`config.mk`:
```
export PLATFORM = sky130hd
export DESIGN_NAME = sfp_norm
export DESIGN_NICKNAME = d
export VERILOG_FILES = /design/src/rtl/sfp_norm_pkg.sv /design/src/rtl/sfp_udiv.sv /design/src/rtl/sfp_norm.sv
export SDC_FILE = /design/constraint.sdc
export NUM_CORES = 1
export LEC_CHECK = 0
export CORE_AREA = 2 2 161 163
export DETAILED_ROUTE_END_ITERATION = 7
export DIE_AREA = 0 0 163 165
export GPL_TIMING_DRIVEN = 0
export PLACE_DENSITY = 0.83
export SLEW_MARGIN = 20
export SYNTH_ARGS = -nofsm -noshare
export SYNTH_HDL_FRONTEND = slang
export SYNTH_SLANG_ARGS = --single-unit
```
`constraint.sdc`:
```
create_clock -name clk -period 8.6 [get_ports clk]
set_clock_uncertainty 0.2 [all_clocks]
set_input_delay 1.72 -clock clk [delete_from_list [all_inputs] [get_ports clk]]
set_output_delay 1.72 -clock clk [all_outputs]
set_load 0.1 [all_outputs]
```
`src/rtl/sfp_norm_pkg.sv`:
```
// Shared constants for the psum datapath (core, ofifo, sfp) so that lane widths
// and the row-sum width agree across blocks.
package sfp_norm_pkg;

    localparam int BW      = 4;           // activation / weight width
    localparam int BW_PSUM = 2 * BW + 3;  // psum lane width
    localparam int COL     = 8;           // lanes per row
    localparam int FRAC    = 8;           // fraction bits of normalized output

    // Lane i of a packed row lives at [bw_psum*(i+1)-1 : bw_psum*i].
    function automatic int sum_width(input int bw_psum, input int col);
        return bw_psum + $clog2(col);
    endfunction

    localparam int SUM_W = sum_width(BW_PSUM, COL);

endpackage

```
`src/rtl/sfp_udiv.sv`:
```
// Iterative restoring unsigned divider: one quotient bit per cycle, MSB first.
// The start cycle already computes the first bit; done flags the final bit's cycle.
module sfp_udiv #(
    parameter int dw = 19,  // dividend width
    parameter int vw = 14,  // divisor width
    parameter int qw = 9    // quotient bits; caller guarantees quotient < 2^qw
) (
    input  logic          clk,
    input  logic          reset,
    input  logic          start,
    input  logic [dw-1:0] dividend,
    input  logic [vw-1:0] divisor,
    output logic          done,
    output logic [qw-1:0] quotient
);

    localparam int CW = $clog2(qw + 1);

    logic          active;
    logic [CW-1:0] cnt;
    logic [vw-1:0] rem;
    logic [qw-1:0] bits;
    logic [qw-1:0] quo;

    logic [CW-1:0] src_cnt;
    logic [vw-1:0] src_rem;
    logic [qw-1:0] src_bits;
    logic [qw-1:0] src_quo;
    logic [vw:0]   cur;
    logic          ge;
    logic [vw-1:0] new_rem;
    logic          step;

    // The high dividend bits seed the remainder; they are below the divisor
    // because the quotient fits in qw bits.
    always_comb begin
        // NOTE: every always_comb output gets a default first so no latch is inferred.
        src_cnt  = cnt;
        src_rem  = rem;
        src_bits = bits;
        src_quo  = quo;
        if (start) begin
            src_cnt  = CW'(qw);
            src_rem  = vw'(dividend >> qw);
            src_bits = dividend[qw-1:0];
            src_quo  = '0;
        end
        step     = start | active;
        cur      = {src_rem, src_bits[qw-1]};
        ge       = cur >= {1'b0, divisor};
        new_rem  = ge ? vw'(cur - {1'b0, divisor}) : cur[vw-1:0];
        quotient = (src_quo << 1) | qw'(ge);
        done     = step && (src_cnt == CW'(1));
    end

    always_ff @(posedge clk) begin
        if (!reset) begin
            // NOTE: sequential state uses non-blocking assignments only.
            active <= 1'b0;
            cnt    <= '0;
            rem    <= '0;
            bits   <= '0;
            quo    <= '0;
        end else if (step) begin
            active <= (src_cnt != CW'(1));
            cnt    <= src_cnt - CW'(1);
            rem    <= new_rem;
            bits   <= src_bits << 1;
            quo    <= quotient;
        end
    end

endmodule

```
`src/rtl/sfp_norm.sv`:
```
// Row normalizer: out_i = sign(x_i) * floor(|x_i| * 2^frac / sum|x_j|), with one
// shared serial divider walking the lanes in order.
module sfp_norm
    import sfp_norm_pkg::*;
#(
    parameter int col     = COL,
    parameter int bw_psum = BW_PSUM,
    parameter int frac    = FRAC
) (
    input  logic                                clk,
    input  logic                                reset,
    input  logic                                in_valid,
    output logic                                in_ready,
    input  logic [col*bw_psum-1:0]              in,
    output logic                                out_valid,
    input  logic                                out_ready,
    output logic [col*bw_psum-1:0]              out,
    output logic [sum_width(bw_psum, col)-1:0]  sum_out,
    output logic                                busy
);

    localparam int SW  = sum_width(bw_psum, col);
    localparam int DW  = bw_psum + frac;
    localparam int QW  = frac + 1;
    localparam int LW  = $clog2(col);
    localparam int BCW = $clog2(frac + 1);

    typedef enum logic [1:0] {IDLE, SUM, DIV, DONE} state_t;

    state_t                 state;
    logic [col*bw_psum-1:0] row;
    logic [LW-1:0]          lane;
    logic [BCW-1:0]         bit_cnt;

    logic [bw_psum-1:0] mag [col];
    logic [SW-1:0]      sum_comb;
    logic [bw_psum-1:0] x_cur;
    logic [bw_psum-1:0] mag_cur;
    logic [bw_psum-1:0] q_ext;
    logic [bw_psum-1:0] lane_val;
    logic               div_start;
    logic               div_done;
    logic [QW-1:0]      div_q;

    // Magnitudes are unsigned bw_psum bits, so |-2^(bw_psum-1)| stays exact.
    always_comb begin
        sum_comb = '0;
        for (int i = 0; i < col; i++) begin
            mag[i]   = row[i*bw_psum +: bw_psum];
            mag[i]   = mag[i][bw_psum-1] ? -mag[i] : mag[i];
            sum_comb = sum_comb + SW'(mag[i]);
        end
        x_cur    = row[lane*bw_psum +: bw_psum];
        mag_cur  = x_cur[bw_psum-1] ? -x_cur : x_cur;
        q_ext    = bw_psum'(div_q);
        lane_val = x_cur[bw_psum-1] ? -q_ext : q_ext;
    end

    assign div_start = (state == DIV) && (bit_cnt == '0);

    sfp_udiv #(
        .dw (DW),
        .vw (SW),
        .qw (QW)
    ) u_div (
        .clk      (clk),
        .reset    (reset),
        .start    (div_start),
        .dividend ({mag_cur, {frac{1'b0}}}),
        .divisor  (sum_out),
        .done     (div_done),
        .quotient (div_q)
    );

    always_ff @(posedge clk) begin
        if (!reset) begin
            // NOTE: row and result registers are reset so an aborted row leaves nothing behind.
            state     <= IDLE;
            row       <= '0;
            out       <= '0;
            sum_out   <= '0;
            lane      <= '0;
            bit_cnt   <= '0;
            in_ready  <= 1'b1;
            out_valid <= 1'b0;
            busy      <= 1'b0;
        end else begin
            case (state)
                IDLE: if (in_valid) begin
                    row      <= in;
                    state    <= SUM;
                    in_ready <= 1'b0;
                    busy     <= 1'b1;
                end
                SUM: begin
                    sum_out <= sum_comb;
                    lane    <= '0;
                    bit_cnt <= '0;
                    if (sum_comb == '0) begin
                        out       <= '0;
                        state     <= DONE;
                        busy      <= 1'b0;
                        out_valid <= 1'b1;
                    end else begin
                        state <= DIV;
                    end
                end
                DIV: begin
                    bit_cnt <= (bit_cnt == BCW'(frac)) ? '0 : bit_cnt + BCW'(1);
                    if (div_done) begin
                        out[lane*bw_psum +: bw_psum] <= lane_val;
                        if (lane == LW'(col - 1)) begin
                            lane      <= '0;
                            state     <= DONE;
                            busy      <= 1'b0;
                            out_valid <= 1'b1;
                        end else begin
                            lane <= lane + LW'(1);
                        end
                    end
                end
                DONE: if (out_ready) begin
                    state     <= IDLE;
                    out_valid <= 1'b0;
                    in_ready  <= 1'b1;
                end
                default: state <= IDLE;
            endcase
        end
    end

endmodule

```
; ---- Word-level counts from Yosys, hierarchy flattened
; Index checks and enable logic that the tools add are counted.
; Widths: inputs -> output; s select.
[totals]
output_inout_bits = 105
ff_bits = 237
elab_cells = 114
[op_classes]
n_mul = 1
n_mux = 43
n_reduce_logical = 16
n_eq_ne = 12
n_shift = 3
addsub = 22
n_lt_le_gt_ge = 1
n_bitwise = 2
[ops]
columns = operator, count
row1 = $mux 88, 2
row2 = $pmux 88 s2, 1
row3 = $mux 11, 10
row4 = $neg 11->11, 9
row5 = $bwmux 88, 1
row6 = $shift 11x34->88 const A, 1
row7 = $shiftx 11x34->88, 1
row8 = $shiftx 88x8->11, 1
row9 = $add 14x11->14, 4
row10 = $neg 7->34, 1
row11 = $mux 14, 2
row12 = $ge 15x14->1, 1
row13 = $add 13x11->14, 1
row14 = $logic_not 14->1, 1
row15 = $sub 14x14->14, 1
row16 = $add 12x11->13, 1
row17 = $add 11x11->12, 1
row18 = $mux 1, 11
row19 = $neg 9->11, 1
row20 = $reduce_and 5->1, 2
row21 = $mux 9, 1
row22 = $or 9x1->9, 1
row23 = $mux 2, 4
row24 = $mux 4, 2
row25 = 28 further kinds, 39

; ---- Depth between registers and ports, before layout
[depth]
word_depth = 13
ltp_mapped = 27

; ---- By module
; Synthesis repeated with hierarchy kept, for this count alone.
[hier_totals]
cells_unflattened = 1595
hier_area_um2 = 14342.5
[by_module_without_submodules]
columns = module, cells_per_inst, seq_area_each_um2, instances, area_per_inst_um2
row1 = sfp_norm, 1292, 4043.9, 1, 11866.4
row2 = sfp_udiv, 303, 700.7, 1, 2476.1

; ---- Worst setup path after synthesis
; Ideal clock, no wire load.
[synth_path]
path_type = reg2reg
start = register row[66]
end = register out[45]
path_stages_with_launch = 23
slack_ps = 2388
setup_ps = 118
synth_period_minus_slack_ps = 6212
arrival_time_ps = 5894
n_path_buf = 2
path_cell_list = dfxtp_1 inv_1 ha_1 nand2_1 or3_1 nand2_1 xor2_1 fa_1 fa_1 fa_1 fa_1 inv_1 ha_1 and2_4 a221o_1 or3_4 a2111oi_2 nand4_1 o41ai_2 buf_4 a31oi_1 buf_6 a22o_1
[synth_via]
elab_chain_len = 12
elab_cells_between_ends = 20
[synth_rtl]
columns = element, line
row1 = "start, declared", sfp_norm.sv:31  ; logic [col*bw_psum-1:0] row;
row2 = "start signal, assigned", sfp_norm.sv:90  ; row <= in;
row3 = $shiftx 88x8->11, sfp_norm.sv:53  ; x_cur = row[lane*bw_psum +: bw_psum];
row4 = $neg 11->11, sfp_norm.sv:54  ; mag_cur = x_cur[bw_psum-1] ? -x_cur : x_cur;
row5 = $mux 11, sfp_norm.sv:54
row6 = $mux 9 / $mux 14 (equally long branches), sfp_udiv.sv:42  ; if (start) begin
row7 = $ge 15x14->1, sfp_udiv.sv:50  ; ge = cur >= {1'b0, divisor};
row8 = $or 9x1->9, sfp_udiv.sv:52  ; quotient = (src_quo << 1) | qw'(ge);
row9 = $neg 9->11, sfp_norm.sv:56  ; lane_val = x_cur[bw_psum-1] ? -q_ext : q_ext;
row10 = $mux 11, sfp_norm.sv:56
row11 = $shiftx 11x34->88, sfp_norm.sv:111  ; out[lane*bw_psum +: bw_psum] <= lane_val;
row12 = $bwmux 88, sfp_norm.sv:111
row13 = $mux 88, sfp_norm.sv:110  ; if (div_done) begin
row14 = $pmux 88 s2, sfp_norm.sv:88  ; case (state)
row15 = "end signal, assigned by index", sfp_norm.sv:111
row16 = "end, declared", sfp_norm.sv:17  ; output logic [col*bw_psum-1:0] out,
; Parallel ways exist; a longest one is shown, timed or not. The select of a mux whose other input is x is not followed.
; A chain may end at the register's enable or synchronous reset.

; ---- Final worst setup path
[layout_path]
start = register lane[1]
end = register out[4]
[layout_via]
elab_chain_len = 13
elab_cells_between_ends = 16
[layout_rtl]
columns = element, line
row1 = "start, declared", sfp_norm.sv:32  ; logic [LW-1:0] lane;
row2 = "start signal, assigned", sfp_norm.sv:118  ; lane <= lane + LW'(1);
row3 = $mul 3x4->7 (*), "sfp_norm.sv:53, sfp_norm.sv:111"
row4 = $shiftx 88x8->11, sfp_norm.sv:53
row5 = $neg 11->11, sfp_norm.sv:54
row6 = $mux 11, sfp_norm.sv:54
row7 = $mux 9 / $mux 14 (equally long branches), sfp_udiv.sv:42
row8 = $ge 15x14->1, sfp_udiv.sv:50
row9 = $or 9x1->9, sfp_udiv.sv:52
row10 = $neg 9->11, sfp_norm.sv:56
row11 = $mux 11, sfp_norm.sv:56
row12 = $shiftx 11x34->88, sfp_norm.sv:111
row13 = $bwmux 88 (*), sfp_norm.sv:111
row14 = $mux 88 (*), sfp_norm.sv:110
row15 = $pmux 88 s2 (*), sfp_norm.sv:88
; Mark *: on every way between the ends. The rest lies on a longest branch, timed or not. The select of a mux whose other input is x is not followed.

==> impl_results.md <==
* CTS Sinks at 229
* Status: completed
* Sequential share of the synthesized area at 32.8%
* Placed inst area at 16,300 um2
* Post-CTS setup buffers at 0
* Final setup fails at 0
* Relative slew slack at 30.5%
* Core area at 25,000 um2
* Crit Path Max Fanout at 10
* Vias at 12,700
* Final Hold Vio Count at 0
* Dpl cells at 2,098
* Final Total Pwr at 7.70 mW
* TNS Setup at 0 ns
* Die Y at 165 um
* Number of synthesized flops with an enable pin at 0
* Slew Limit Fails at 0
* PortBufs at 195
* Reg-to-reg endpoint: out[4]
* Final period util at 94.0%
* Max-cap check violation count at 0
* Clock-pin slew on the worst setup and hold paths at 0.06 ns
* Kind of end point of the critical path: register
* GRT Util Overall at 31.3%
* CTS Buf Count at 25
* Worst-skew pair later-pin latency at 0.53 ns
* CTS Hold Bufs at 0
* Pre-antenna DRT Iters at 5
* Min-delay src: u_div.rem[4]
* Post-CTS sizing at 0
* Pwr/cell area at 447 nW/um2
* Synth area leaders: dfxtp_1 33%, fa_1 9.5%, nand2_1 8.5%
* Worst-case reg-to-reg path depth at 20
* Synth top area share at 32.8%
* Root Buffer: clkbuf_16
* Largest net degree at the start of global routing at 15
* Worst path arrival time at 8.31 ns
* Die W at 163 um
* Max Buffers Root-to-Sink at 3
* Overall routed net length at 42,900 um
* Setup CP Type: reg2reg
* Post-Synthesis Cells at 1,573
* Vias/cell at 5.94
* Number of global-route vias before repair at 12,300
* IO Pins at 197
* Number of synthesized register bits at 229
* Drt wl/cell at 20.0 um
* Mapped Avg Cell Area at 8.87 um2
* Unrepaired setup endpoints after global routing: false
* Total Nets Final at 2,005
* Slew @ Worst Pin at 1.04 ns
* Yosys warnings at 0
* Initial Util at 55.7%
* RePlAce Congestion at 0.983
* Die footprint at 26,900 um2
* Post-synth net total at 1,783
* Final ANT Viol Nets at 0
* Tmin final at 8.09 ns
* Post-Syn Area at 14,000 um2
* Grt ovf at 0
* Ys async rst share at 0%
* Hold Crit Class: reg2reg
* Initial antenna violation count at 0
* Worst Setup Start Kind: register
* Layout cells sized above 1 at 6.29%
* CTS tree: built
* Synth Flop Type: dfxtp_1
* Hold depth at 2
* HPWL after DPL at 33,500 um
* H-tree depth at 1
* Max Clk Rate at 0.124 GHz
* Leak pwr at 6.35 nW
* Setup Slack @ Placement at 0.454 ns
* Area Growth Syn to Fin at 23.6%
* Drt drc at 0
* Reg-to-reg startpoint: lane[1]
* Largest area contributor in the netlist: dfxtp_1
* Required time of the critical path at 8.82 ns
* Inserted Diodes at 0
* Unique cell type count in the Yosys netlist at 78
* First-pass GRT wire length at 65,800 um
* Setup WS post-layout at 0.512 ns
* Max IR drop VDD at 0.390 mV
* # rows at 58
* Final Instance Area at 17,200 um2
* DRT iter0 DRCs at 1,304
* Final Non-Filler Cells at 2,143
* Hold Crit Endpoint: u_div.rem[4]
* R2r setup slk at 0.51 ns
==> synth_stat cells (26+ instances only) <==
cell type	instances
mux2i_1	38
nand2_1	315
fa_1	66
o21ai_0	35
dfxtp_1	229
a21oi_1	128
nor2_1	70
clkbuf_1	68
xnor2_1	26
or3_1	26
xor2_1	71
o2bb2ai_1	66
inv_1	79
ha_1	52
nor3_1	26
==> worst max-delay path, stage by stage, from the launching register on <==
cell       delay [ns]
dfxtp_1          0.38
clkbuf_1         0.52
mux4_2           0.65
mux2i_1          0.75
clkbuf_1         0.49
a31oi_1          0.11
xor2_1           0.19
o21ai_0          0.40
ha_1             0.37
and3_1           0.22
nand3_1          0.12
a21bo_2          0.13
a41oi_1          0.33
a21oi_1          0.57
clkbuf_1         0.50
clkbuf_1         0.47
ha_1             0.31
a21oi_1          0.10
o2111ai_1        0.80
inv_1            0.13
a22o_1           0.23
==> cell families after synthesis <==
| group | synth area share (%) |
|---|---|
| buffers and inverters | 4.98 |
| XOR/XNOR | 6.09 |
| multiplexers | 6.52 |
| AND/OR/NAND/NOR | 18.0 |
| flip-flops | 32.8 |
| adder cells (fa/ha/maj) | 14.1 |
| AO/OA/AOI/OAI | 17.5 |
==> cell type report <==
type / instances / area (um2)
fillers: 1984 / 7790
flip-flops and latches: 229 / 4580
inverters: 80 / 300
multi-input cells: 1173 / 8680
clock inverters: 12 / 183
repair buffers: 195 / 1950
clock buffers: 33 / 736
well taps: 330 / 413
plain buffers: 91 / 395
==> per-stage QoR <==
step           util (%)  hold WS, ns
3_3_place_gp       65.2        0.238
4_1_cts            68.9        0.262
2_1_floorplan         -        0.228
5_1_grt            68.9        0.272
6_report           68.9        0.261
3_5_place_dp       65.2        0.245
==> where the power goes <==
part           switching [mW]  total [mW]  internal (mW)  leakage (nW)
logic                    3.13        5.12           1.99          4.03
registers               0.198        1.41           1.21          1.86
clock network           0.457        1.18          0.726         0.450
==> how the worst max path moves through the flow <==
stage	slack, ns	start	cells past startpoint	end
finish	0.51	lane[1]	20	out[4]
global route	0.14	lane[1]	21	out[4]
CTS	0.47	lane[0]	24	out[8]
detailed placement	0.45	lane[1]	23	out[8]
global placement	0.53	lane[1]	22	out[8]
floorplan	2.39	row[66]	22	out[45]
==> sequential cells by signal, summed over array words and instances, names as in the netlist <==
register      cells
sum_out          14
u_div.cnt         4
in_ready          1
u_div.quo         8
row              88
u_div.rem        14
lane              3
state             2
out_valid         1
bit_cnt           4
out              88
busy              1
u_div.active      1
==> routing by layer <==
metal	vias up	GRT usage [%]	wire length, um
li1	5935	-	-
met1	6197	39.7	17500
met2	513	55.4	21300
met3	89	3.82	2660
met4	0	10.4	1390
met5	-	0	0
==> cell usage in the layout, fill, tap and decap left out, drive strengths merged, types with 10 or more instances in the layout <==
master	instances
nor3	28
a21oi	129
mux2i	38
nand2	316
o31ai	23
clkdlybuf4s50	195
o2bb2ai	66
clkbuf	101
nor2b	10
nand3	22
a21o	11
a31oi	17
nand2b	14
dfxtp	229
nor2	70
xor2	71
buf	23
fa	66
inv	83
o21ai	35
xnor2	26
ha	52
mux4	22
or3	27
a22o	20
No activity file was read; power rests on OpenSTA's default activity.
==> edit: new RTL, same flow settings <==
Make the reset (`reset`) asynchronous in 2 clocked blocks.
--- a/src/rtl/sfp_udiv.sv
+++ b/src/rtl/sfp_udiv.sv
@@ -55,3 +55,3 @@
 
-    always_ff @(posedge clk) begin
+    always_ff @(posedge clk or negedge reset) begin
         if (!reset) begin
--- a/src/rtl/sfp_norm.sv
+++ b/src/rtl/sfp_norm.sv
@@ -74,3 +74,3 @@
 
-    always_ff @(posedge clk) begin
+    always_ff @(posedge clk or negedge reset) begin
         if (!reset) begin
Formal check against the unedited RTL: not equivalent (a bounded check fails within 4 cycles, from zero or initial values and one cycle with reset low; the reset may be asserted at any time).
==> edit against the original RTL <==
  * Sequential share of layout area up 5.5 points
  * Synthesized area rose by 3.7%
  * Final area rose by 3.5%
  * Final cell count is 12% lower
  * Via count fell by 8.0%
  * Synthesized cell count fell by 17%
  * Worst setup slack better by 0.16 ns
  * Wire length is 1.9% lower
  * Sequential cell count stayed put
  * Die area did not move
  * Critical endpoint is now out[46]
Power is left out: it rests on default switching activity, and per cell area and clock period it moved more than threefold.
==> edit: results (changes against the original RTL) <==
[status]
status = completed

[synthesis]
ys_async_sr_fraction_pct = 100.0  ; +100 points
yosys-top-cells-area = dfrtp_1 39%, fa_1 9.1%, mux2_2 7.4%
synth_xor_area_share_pct = 5.930  ; -0.16 points
synth_commonest_cells = 228 x dfrtp_1, 106 x nand2_1, 95 x mux2_2
synth.area.mux_share_pct = 13.09  ; +6.6 points
synth_seq_area_share_pct = 39.60  ; +6.8 points
synth_nets = 1513  ; -15%
syn_inst = 1303  ; -17%
yosysUniqueCellTypes = 70  ; -10%
synth-compound-area-share_pct = 13.93  ; -3.5 points
synth_fa_ha_area_share_pct = 13.62  ; -0.51 points

[drt]
met3_length_mm = 3.356  ; +26%
top_layer = met4
wl_met2_mm = 20.59  ; -3.5%
met1Wirelength_mm = 16.66  ; -5.1%
first_iter_violations = 1239  ; -5.0%
drtPass1Iterations = 6  ; +1
via_per_inst = 6.241  ; +5.0%
routed_wl_mm = 42.11  ; -1.9%
wl_per_cell_um = 22.43  ; +12%

[global_routing]
grt_usage_pct = 31.93  ; +0.64 points
antenna_found_initial = 0  ; unchanged
grt_pass1_wl_mm = 66.44  ; +0.93%
grt_pass1_vias = 11930  ; -2.7%
grt_max_degree = 83  ; +68

[cts]
insertion_delay_ns = 0.55  ; +0.02 ns
post_cts_buffers = 0  ; unchanged
clk_pin_slew_ns = 0.06  ; about the same
cts.path.max_buffers = 3  ; unchanged
cts_resized = 0  ; unchanged

[critical_path]
crit_path_end = out[46]
cp_max_fo = 10  ; unchanged
crit_arrival_ns = 8.15  ; -0.16 ns
cp-startpoint = lane[1]
r2r_cells = 22  ; +10%
r2r_start = lane[1]

[place]
port_buffers = 196  ; +0.51%
placed_area_mm2 = 0.01693  ; +3.7%
placed_cells = 1832  ; -13%
gp_congestion = 0.9577  ; -2.5%
post-place-ws_ns = 0.8253  ; +0.3715 ns
dp_hpwl_mm = 32.05  ; -4.5%

[sta]
relSlewSlack_pct = 29.72  ; -0.78 points
fmax_mhz = 126.1  ; +2.0%

[hold_path]
holdCritPathClass = reg -> reg

[final_layout]
diodes = 0  ; unchanged
reg_top3 = out (88), row (88)
fin_nets = 1739  ; -13%
drive_above_1_share_pct = 13.90  ; +7.6 points

-- edit: cell types whose count changed in the layout (fill, tap and decap cells not counted), moves of 20 or more --
cell,unedited run,this run
a21oi_1,128,41
a22o_1,20,0
clkbuf_1,68,28
dfrtp_1,0,228
dfxtp_1,229,0
mux2_2,3,95
nand2_1,315,106
o21ai_0,35,68
-- edit: critical path, stage by stage, from the launching register on --
cell,delay [ns]
dfrtp_1,0.40
buf_2,0.32
buf_1,0.53
mux4_2,0.49
mux2i_2,0.52
buf_2,0.34
nor2_1,0.07
xor2_1,0.17
o21ai_0,0.30
ha_1,0.37
o21a_1,0.21
o31a_1,0.14
o21ai_0,0.37
a21oi_1,0.23
nand2b_1,0.29
inv_1,0.20
buf_1,0.50
clkbuf_1,0.58
ha_1,0.36
nor2_1,0.08
xor2_1,0.72
nor2_1,0.11
mux2_4,0.30
-- edit: layer usage --
metal  up-vias  track usage [%]
li1       5134                -
met2       588            53.08
met3       125            5.475
met4         0            11.75
met5         -                0
met1      5868            42.41
-- edit: worst min path at each step --
stage	from	end	slack, ns	cells past startpoint
finish	out[75]	out[75]	0.29	1
global route	out[60]	out[60]	0.31	1
CTS	out[69]	out[69]	0.29	1
detailed placement	out[55]	out[55]	0.27	1
global placement	u_div.rem[1]	u_div.rem[1]	0.27	2
floorplan	u_div.rem[1]	u_div.rem[1]	0.25	2
-- edit: final cells by class --
class,count,area (um^2)
repair buffers,199,2029
multi-input cells,932,8170
flip-flops and latches,229,5732
well taps,330,412.9
inverters,79,296.5
clock buffers,28,666.9
fillers,1764,7196
plain buffers,63,294.0
clock inverters,17,239.0
